File: src/rtl/src_ram_frame_reader.sv
// src_ram_frame_reader
// Reads one LPC analysis frame out of the source sample RAM through its
// second port and streams it as a valid/ready sample stream to the
// autocorrelation stage. Never writes the RAM.
//
// Optional feature macro: SRC_RAM_WRAP_EN
//   defined   : no range rejection, read pointer wraps 1023 -> 0
//               (circular sample buffer); err only for len > 2**ADDR_W.
//   undefined : frames with base+len > 2**ADDR_W are rejected with err.
//
// Ports:
//   clk, reset        system clock, synchronous active-high reset
//   start             one-cycle frame request (only honoured in IDLE)
//   cfg_base, cfg_len frame base word address / length, latched on start
//   busy, done, err   frame status (done pulses once, err valid with done)
//   ram_*             RAM port 2 (address, chipselect, write=0, clken=1,
//                     readdata valid one cycle after the address)
//   out_data/valid/ready/last  sample stream to the downstream stage
//
// State table:
//   IDLE  | waiting for start
//   CHECK | length / range check of the latched frame
//   FETCH | issuing reads while buffer credit is available
//   DRAIN | all reads issued, waiting for the last word handshake
//   FIN   | done pulse, back to IDLE
module src_ram_frame_reader #(
  parameter int ADDR_W = 10,
  parameter int DATA_W = 32,
  parameter int LEN_W  = 11
) (
  input  logic              clk,
  input  logic              reset,
  input  logic              start,
  input  logic [ADDR_W-1:0] cfg_base,
  input  logic [LEN_W-1:0]  cfg_len,
  output logic              busy,
  output logic              done,
  output logic              err,
  output logic [ADDR_W-1:0] ram_address,
  output logic              ram_chipselect,
  output logic              ram_write,
  output logic              ram_clken,
  input  logic [DATA_W-1:0] ram_readdata,
  output logic [DATA_W-1:0] out_data,
  output logic              out_valid,
  input  logic              out_ready,
  output logic              out_last
);

  typedef enum logic [2:0] {S_IDLE, S_CHECK, S_FETCH, S_DRAIN, S_FIN} state_t;

  // One extra bit beyond the length so base+len cannot overflow for any cfg_len.
  localparam int SUM_W = LEN_W + 1;
  localparam logic [SUM_W-1:0] DEPTH = SUM_W'(1) << ADDR_W;

  state_t              r_state;
  logic [ADDR_W-1:0]   r_rd_ptr;
  logic [LEN_W-1:0]    r_len;
  logic [LEN_W-1:0]    r_rem;
  logic [LEN_W-1:0]    r_sent;
  logic                r_inflight;
  logic [1:0]          r_cnt;
  logic [DATA_W-1:0]   r_buf0;
  logic [DATA_W-1:0]   r_buf1;
  logic                r_busy;
  logic                r_done;
  logic                r_err;

  logic [SUM_W-1:0]    w_end;
  logic                w_range_err;
  logic                w_pop;
  logic [2:0]          w_load;
  logic [2:0]          w_lim;
  logic                w_issue;
  logic                w_last_word;

  // r_rd_ptr still holds the latched base while in CHECK.
  assign w_end = SUM_W'(r_rd_ptr) + SUM_W'(r_len);
`ifdef SRC_RAM_WRAP_EN
  assign w_range_err = SUM_W'(r_len) > DEPTH;
`else
  assign w_range_err = w_end > DEPTH;
`endif

  assign out_valid   = (r_cnt != 2'd0);
  assign w_pop       = out_valid & out_ready;
  assign w_last_word = (r_sent == (r_len - LEN_W'(1)));

  // Credit: buffered + in-flight words, counting a word leaving this cycle
  // as free, must stay below two so a captured word always has a slot.
  // The pop term keeps one word per cycle under continuous out_ready.
  assign w_load  = 3'(r_cnt) + 3'(r_inflight);
  assign w_lim   = 3'd2 + 3'(w_pop);
  assign w_issue = (r_state == S_FETCH) && (w_load < w_lim);

  assign ram_chipselect = w_issue;
  assign ram_address    = r_rd_ptr;
  assign ram_write      = 1'b0;
  assign ram_clken      = 1'b1;

  assign out_data = r_buf0;
  assign out_last = out_valid & w_last_word;
  assign busy     = r_busy;
  assign done     = r_done;
  assign err      = r_err;

  always_ff @(posedge clk) begin
    if (reset) begin
      r_state    <= S_IDLE;
      r_rd_ptr   <= '0;
      r_len      <= '0;
      r_rem      <= '0;
      r_sent     <= '0;
      r_inflight <= 1'b0;
      r_cnt      <= 2'd0;
      r_buf0     <= '0;
      r_buf1     <= '0;
      r_busy     <= 1'b0;
      r_done     <= 1'b0;
      r_err      <= 1'b0;
    end else begin
      r_done     <= 1'b0;
      r_inflight <= w_issue;

      if (w_issue) begin
        r_rd_ptr <= r_rd_ptr + ADDR_W'(1);
        r_rem    <= r_rem - LEN_W'(1);
      end

      if (w_pop) r_sent <= r_sent + LEN_W'(1);

      // Two-entry buffer, r_buf0 is the head; a read in flight lands now.
      case (r_cnt)
        2'd0: begin
          if (r_inflight) begin
            r_buf0 <= ram_readdata;
            r_cnt  <= 2'd1;
          end
        end
        2'd1: begin
          if (r_inflight && w_pop) begin
            r_buf0 <= ram_readdata;
          end else if (r_inflight) begin
            r_buf1 <= ram_readdata;
            r_cnt  <= 2'd2;
          end else if (w_pop) begin
            r_cnt <= 2'd0;
          end
        end
        default: begin
          if (w_pop) begin
            r_buf0 <= r_buf1;
            if (r_inflight) r_buf1 <= ram_readdata;
            else            r_cnt  <= 2'd1;
          end
        end
      endcase

      case (r_state)
        S_IDLE: begin
          if (start) begin
            r_rd_ptr <= cfg_base;
            r_len    <= cfg_len;
            r_rem    <= cfg_len;
            r_sent   <= '0;
            r_err    <= 1'b0;
            r_busy   <= 1'b1;
            r_state  <= S_CHECK;
          end
        end
        S_CHECK: begin
          if (r_len == '0) begin
            r_done  <= 1'b1;
            r_state <= S_FIN;
          end else if (w_range_err) begin
            r_err   <= 1'b1;
            r_done  <= 1'b1;
            r_state <= S_FIN;
          end else begin
            r_state <= S_FETCH;
          end
        end
        S_FETCH: begin
          if (w_issue && (r_rem == LEN_W'(1))) r_state <= S_DRAIN;
        end
        S_DRAIN: begin
          if (w_pop && w_last_word) begin
            r_done  <= 1'b1;
            r_state <= S_FIN;
          end
        end
        S_FIN: begin
          r_busy  <= 1'b0;
          r_state <= S_IDLE;
        end
        default: r_state <= S_IDLE;
      endcase
    end
  end

endmodule

File: config.mk
export PLATFORM = sky130hd
export DESIGN_NAME = src_ram_frame_reader
export DESIGN_NICKNAME = d
export VERILOG_FILES = /design/src/rtl/src_ram_frame_reader.sv
export SDC_FILE = /design/constraint.sdc
export NUM_CORES = 1
export LEC_CHECK = 0
export ABC_CLOCK_PERIOD_IN_PS = 2900
export BUFFER_PORTS_ARGS = -buffer_cell sky130_fd_sc_hd__buf_4
export CAP_MARGIN = 40
export CORE_ASPECT_RATIO = 1.1
export CORE_MARGIN = 4
export CORE_UTILIZATION = 45
export CTS_CLUSTER_DIAMETER = 40
export DETAILED_ROUTE_END_ITERATION = 8
export PLACE_DENSITY_LB_ADDON = 0.08
export SETUP_SLACK_MARGIN = 0.1
export SYNTH_ARGS = -nofsm -noshare
export SYNTH_HDL_FRONTEND = slang
export SYNTH_SLANG_ARGS = --single-unit
File: constraint.sdc
create_clock -name clk -period 2.9 [get_ports clk]
set_input_delay 0 -clock clk [delete_from_list [all_inputs] [get_ports clk]]
set_output_delay 0 -clock clk [all_outputs]
set_load 0.02 [all_outputs]
==> implementation parameters <==
Parameter                              Value

Status
  Run status ... finished clean

Yosys
  Number of warnings printed during yosys synthesis ... 0
  Post-synthesis cell type count ... 60
  Synth Area in XOR/XNOR ... under 10%
  Mean Syn Cell Area ... 8.30 µm²
  Count of flip-flops with a built-in enable after synthesis ... 0
  Synthesis-stage register bit count ... between 100 and 150
  Mapped cell area ... about 5700 µm²
  Main combinational cell family by area after synthesis ... simple AND/OR/NAND/NOR gates
  Fraction of registers with async set/reset ... 0%
  Synthesized-area fraction occupied by ao, oa, aoi and oai cells ... 18.0%
  Total nets after synthesis ... 767
  Share of synthesized cell area in and, or, nand and nor gates ... 21.7%
  Post-synthesis instance total ... 692
  Proportion of synthesized area in mux cells ... 5.75%
  Most instantiated flip-flop cell in the synthesis netlist ... sky130_fd_sc_hd__dfxtp_1
  Synthesized-area fraction occupied by adder cells ... roughly 4.1%
  Proportion of synthesized chip area in sequential cells ... 40.5%

Min path
  Class of the worst hold path ... in2reg
  End of the worst hold path ... busy$_SDFFE_PP0P_
  Beginning of the worst hold path ... start
  Cells on Worst Hold Path ... 5

Finish
  Area growth, synth to finish ... 36.4%
  Final instance count without filler cells ... ~1,000
  Commonest cells after routing, fill and taps aside ... 118 x sky130_fd_sc_hd__buf_4, 117 x sky130_fd_sc_hd__nand2_1, 113 x sky130_fd_sc_hd__dfxtp_1
  Most common cell after layout, fill and taps aside ... sky130_fd_sc_hd__buf_4
  Final Core Density ... ~62%
  Fin nets ... 915
  Share of post-route cells with drive strength above 1 ... 18.9%
  Final standard cell area without fillers ... slightly below 8000 µm²
  Number of diodes ... 0

Critical path
  Critical path origin ... r_len[0]$_SDFFE_PP0P_
  CP Capture Type ... flip-flop
  Critical Path Source Type ... flip-flop
  Startpoint of the most critical register-to-register path ... r_len[0]$_SDFFE_PP0P_
  Arrival time of the worst setup path ... 2900 ps
  Worst setup path class ... reg2reg
  Capture instance of the worst register-to-register path ... r_state[2]$_SDFFE_PP0P_
  Reg-to-reg setup timing slack ... 280 ps
  Worst r2r path cells ... 10
  WP data required ... 3180 ps
  Highest net fanout along the worst path ... 7

Power and ir drop
  Pwr dens ... 636 nW/µm²
  VDD IR-drop max ... 0.389 mV
  Standby leakage power ... 2.97 nW

Floorplan
  Std cell rows ... 43
  Vertical extent of the die ... 126 µm
  Starting utilization of the core area ... between 40% and 50%
  Die ar. ... 14,600 µm²
  Boundary Pins ... approximately 110
  Die span in x ... between 100 and 150 µm
  Core Area ... 12,500 µm²

Placed design
  Number of buffer cells added on primary ports ... 104
  Placement Cell Area ... 6660 µm²
  DP Wirelength ... around 10,000 µm
  Instance count after placement with tap cells included ... 924
  Last weighted congestion value of the routability-driven placer ... 0.845

Route
  Wire per inst ... 14.8 µm
  Via count ... around 5,300
  DRC ... 0
  Drt via density ... 5.27
  Antenna violation net count after detailed routing ... 0
  First drt pass iteration count ... 4
  Routed WL ... around 15,000 µm
  Number of violations reported at the end of detailed-routing iteration 0 ... between 200 and 300

Clock network
  Number of buffers inserted to repair setup after CTS ... 0
  Maximum root-to-sink buffer count ... 2
  Clk Tree Root Cell ... sky130_fd_sc_hd__clkbuf_16
  Clock latency reported for the late side of the worst-skew pair ... 420 ps
  Number of buffers added by the clock tree synthesis step ... 17
  CTS tree ... yes
  Reg clk slew, reported paths ... 50 ps
  Number of levels the H-tree was split into ... 4
  Count of clock tree sinks ... between 100 and 150

Timing
  Final hold viol count ... 0
  Setup repair after global routing missed its margin ... false
  Headroom to the max-slew limit ... 50.8%
  Final period utilization ... 90.5%
  Pins over their slew limit ... 0
  Final TNS setup ... 0 ps
  Worst setup skew after layout ... roughly 8.6 ps
  Final number of setup-violating endpoints ... 0
  Tmin final ... 2620 ps
  Slew at the pin with the worst max-slew slack ... around 740 ps
  F_max ... ~380 MHz
  WHS ... 75.5 ps

GRT
  Via count of the first global-routing pass ... roughly 5,200
  Pin count of the biggest net entering global routing ... 71
  Remaining global-route overflow ... 0
  Overall global routing resource usage ... 21.4%
  Number of antenna violations at the first check in global routing ... 0
  Wire length of the first global-routing pass ... 25,100 µm

Run
  Max capacitance violation total ... 0
-- state kept, by name (all words and copies together), names as in the netlist, 2 cells and up --
name         cells
out_data        32
r_sent          11
r_len           11
ram_address     10
r_rem           11
r_buf1          32
r_state          3
r_cnt            2
-- logic make-up after synthesis --
group	Yosys count
AO/OA/AOI/OAI	159
XOR/XNOR	40
adder cells (fa/ha/maj)	18
buffers and inverters	55
flip-flops	116
multiplexers	33
other	2
AND/OR/NAND/NOR	269
-- layout make-up --
cell class	instances	area, µm²
multi-input combinational	521	3220
clock buffer	23	468
sequential	116	2330
inverter	12	45.0
tap	157	196
clock inverter	9	151
timing repair buffer	172	1430
fill	1115	4710
-- per-layer routing --
| layer | routed length [µm] | track usage [%] | part of all wire, % |
|---|---|---|---|
| met2 | 7440 | 36.1 | 50 |
| met1 | 6520 | 26.3 | 44 |
| met5 | 0 | 0 | 0 |
| met4 | 278 | 7.44 | 1.9 |
| met3 | 724 | 5.39 | 4.8 |
-- worst max-delay path by stage --
stage	cells past startpoint	end	slack (ps)
2_1_floorplan	10	done$_SDFF_PP0_	380
3_3_place_gp	10	r_state[2]$_SDFFE_PP0P_	230
3_5_place_dp	10	r_state[2]$_SDFFE_PP0P_	170
4_1_cts	10	r_state[2]$_SDFFE_PP0P_	160
5_1_grt	8	r_state[2]$_SDFFE_PP0P_	160
6_report	10	r_state[2]$_SDFFE_PP0P_	280
-- timing repair --
action                                 CTS  global route
gates resized for setup                  0             5
hold buffers                            54             0
endpoints found under the hold margin   99             0
setup endpoints to repair                0             4
-- synth_stat cells, types with 2 or more instances --
master                      count  area (µm²)
sky130_fd_sc_hd__a2111oi_0      2        17.5
sky130_fd_sc_hd__a211o_1        2        17.5
sky130_fd_sc_hd__a211oi_1      47         353
sky130_fd_sc_hd__a21oi_1       64         320
sky130_fd_sc_hd__a311oi_1       6        52.6
sky130_fd_sc_hd__and2_1         3        18.8
sky130_fd_sc_hd__and3_1         3        18.8
sky130_fd_sc_hd__and4_1         3        26.3
sky130_fd_sc_hd__buf_1          3        11.3
sky130_fd_sc_hd__buf_4          3        22.5
sky130_fd_sc_hd__clkbuf_1      34         128
sky130_fd_sc_hd__clkbuf_2       2        10.0
sky130_fd_sc_hd__conb_1         2        7.51
sky130_fd_sc_hd__dfxtp_1      116        2320
sky130_fd_sc_hd__ha_1          17         213
sky130_fd_sc_hd__inv_1         12        45.0
sky130_fd_sc_hd__mux2i_1       33         330
sky130_fd_sc_hd__nand2_1      117         439
sky130_fd_sc_hd__nand2b_1       6        37.5
sky130_fd_sc_hd__nand3_1        7        35.0
sky130_fd_sc_hd__nand3b_1       8        60.1
sky130_fd_sc_hd__nand4_1        7        43.8
sky130_fd_sc_hd__nor2_1        79         297
sky130_fd_sc_hd__nor2b_1        5        31.3
sky130_fd_sc_hd__nor3_1         7        35.0
sky130_fd_sc_hd__nor4_1         4        25.0
sky130_fd_sc_hd__nor4b_1        3        26.3
sky130_fd_sc_hd__o2111ai_1      2        17.5
sky130_fd_sc_hd__o211ai_1       2        15.0
sky130_fd_sc_hd__o21ai_0       19        95.1
sky130_fd_sc_hd__o31a_1         2        17.5
sky130_fd_sc_hd__or3_1          6        37.5
sky130_fd_sc_hd__xnor2_1       16         140
sky130_fd_sc_hd__xor2_1        24         210
-- worst max-delay path, cell delays in order, from the launching register on --
cell and delay, ps:
sky130_fd_sc_hd__dfxtp_2 390, sky130_fd_sc_hd__ha_1 180, sky130_fd_sc_hd__inv_1 50, sky130_fd_sc_hd__fa_1 460, sky130_fd_sc_hd__nor2b_1 130, sky130_fd_sc_hd__o2111ai_1 140, sky130_fd_sc_hd__nor4b_2 280, sky130_fd_sc_hd__nand4_1 110
sky130_fd_sc_hd__a2111oi_0 400, sky130_fd_sc_hd__nand2b_1 230, sky130_fd_sc_hd__a311oi_1 120
-- report_power, final --
group          switching [mW]  total, mW  internal (mW)
registers               0.118       1.82           1.70
clock network           0.713       2.19           1.48
logic                   0.514      0.966          0.451
-- through the flow --
step / worst slack, ps / total power, mW
finish: 276 / 4.98
global route: 159 / 5.21
CTS: 163 / 5.02
detailed placement: 167 / 2.75
global placement: 234 / 2.74
floorplan: 381 / 2.43
Note: power is estimated with default switching activity, not from simulation.
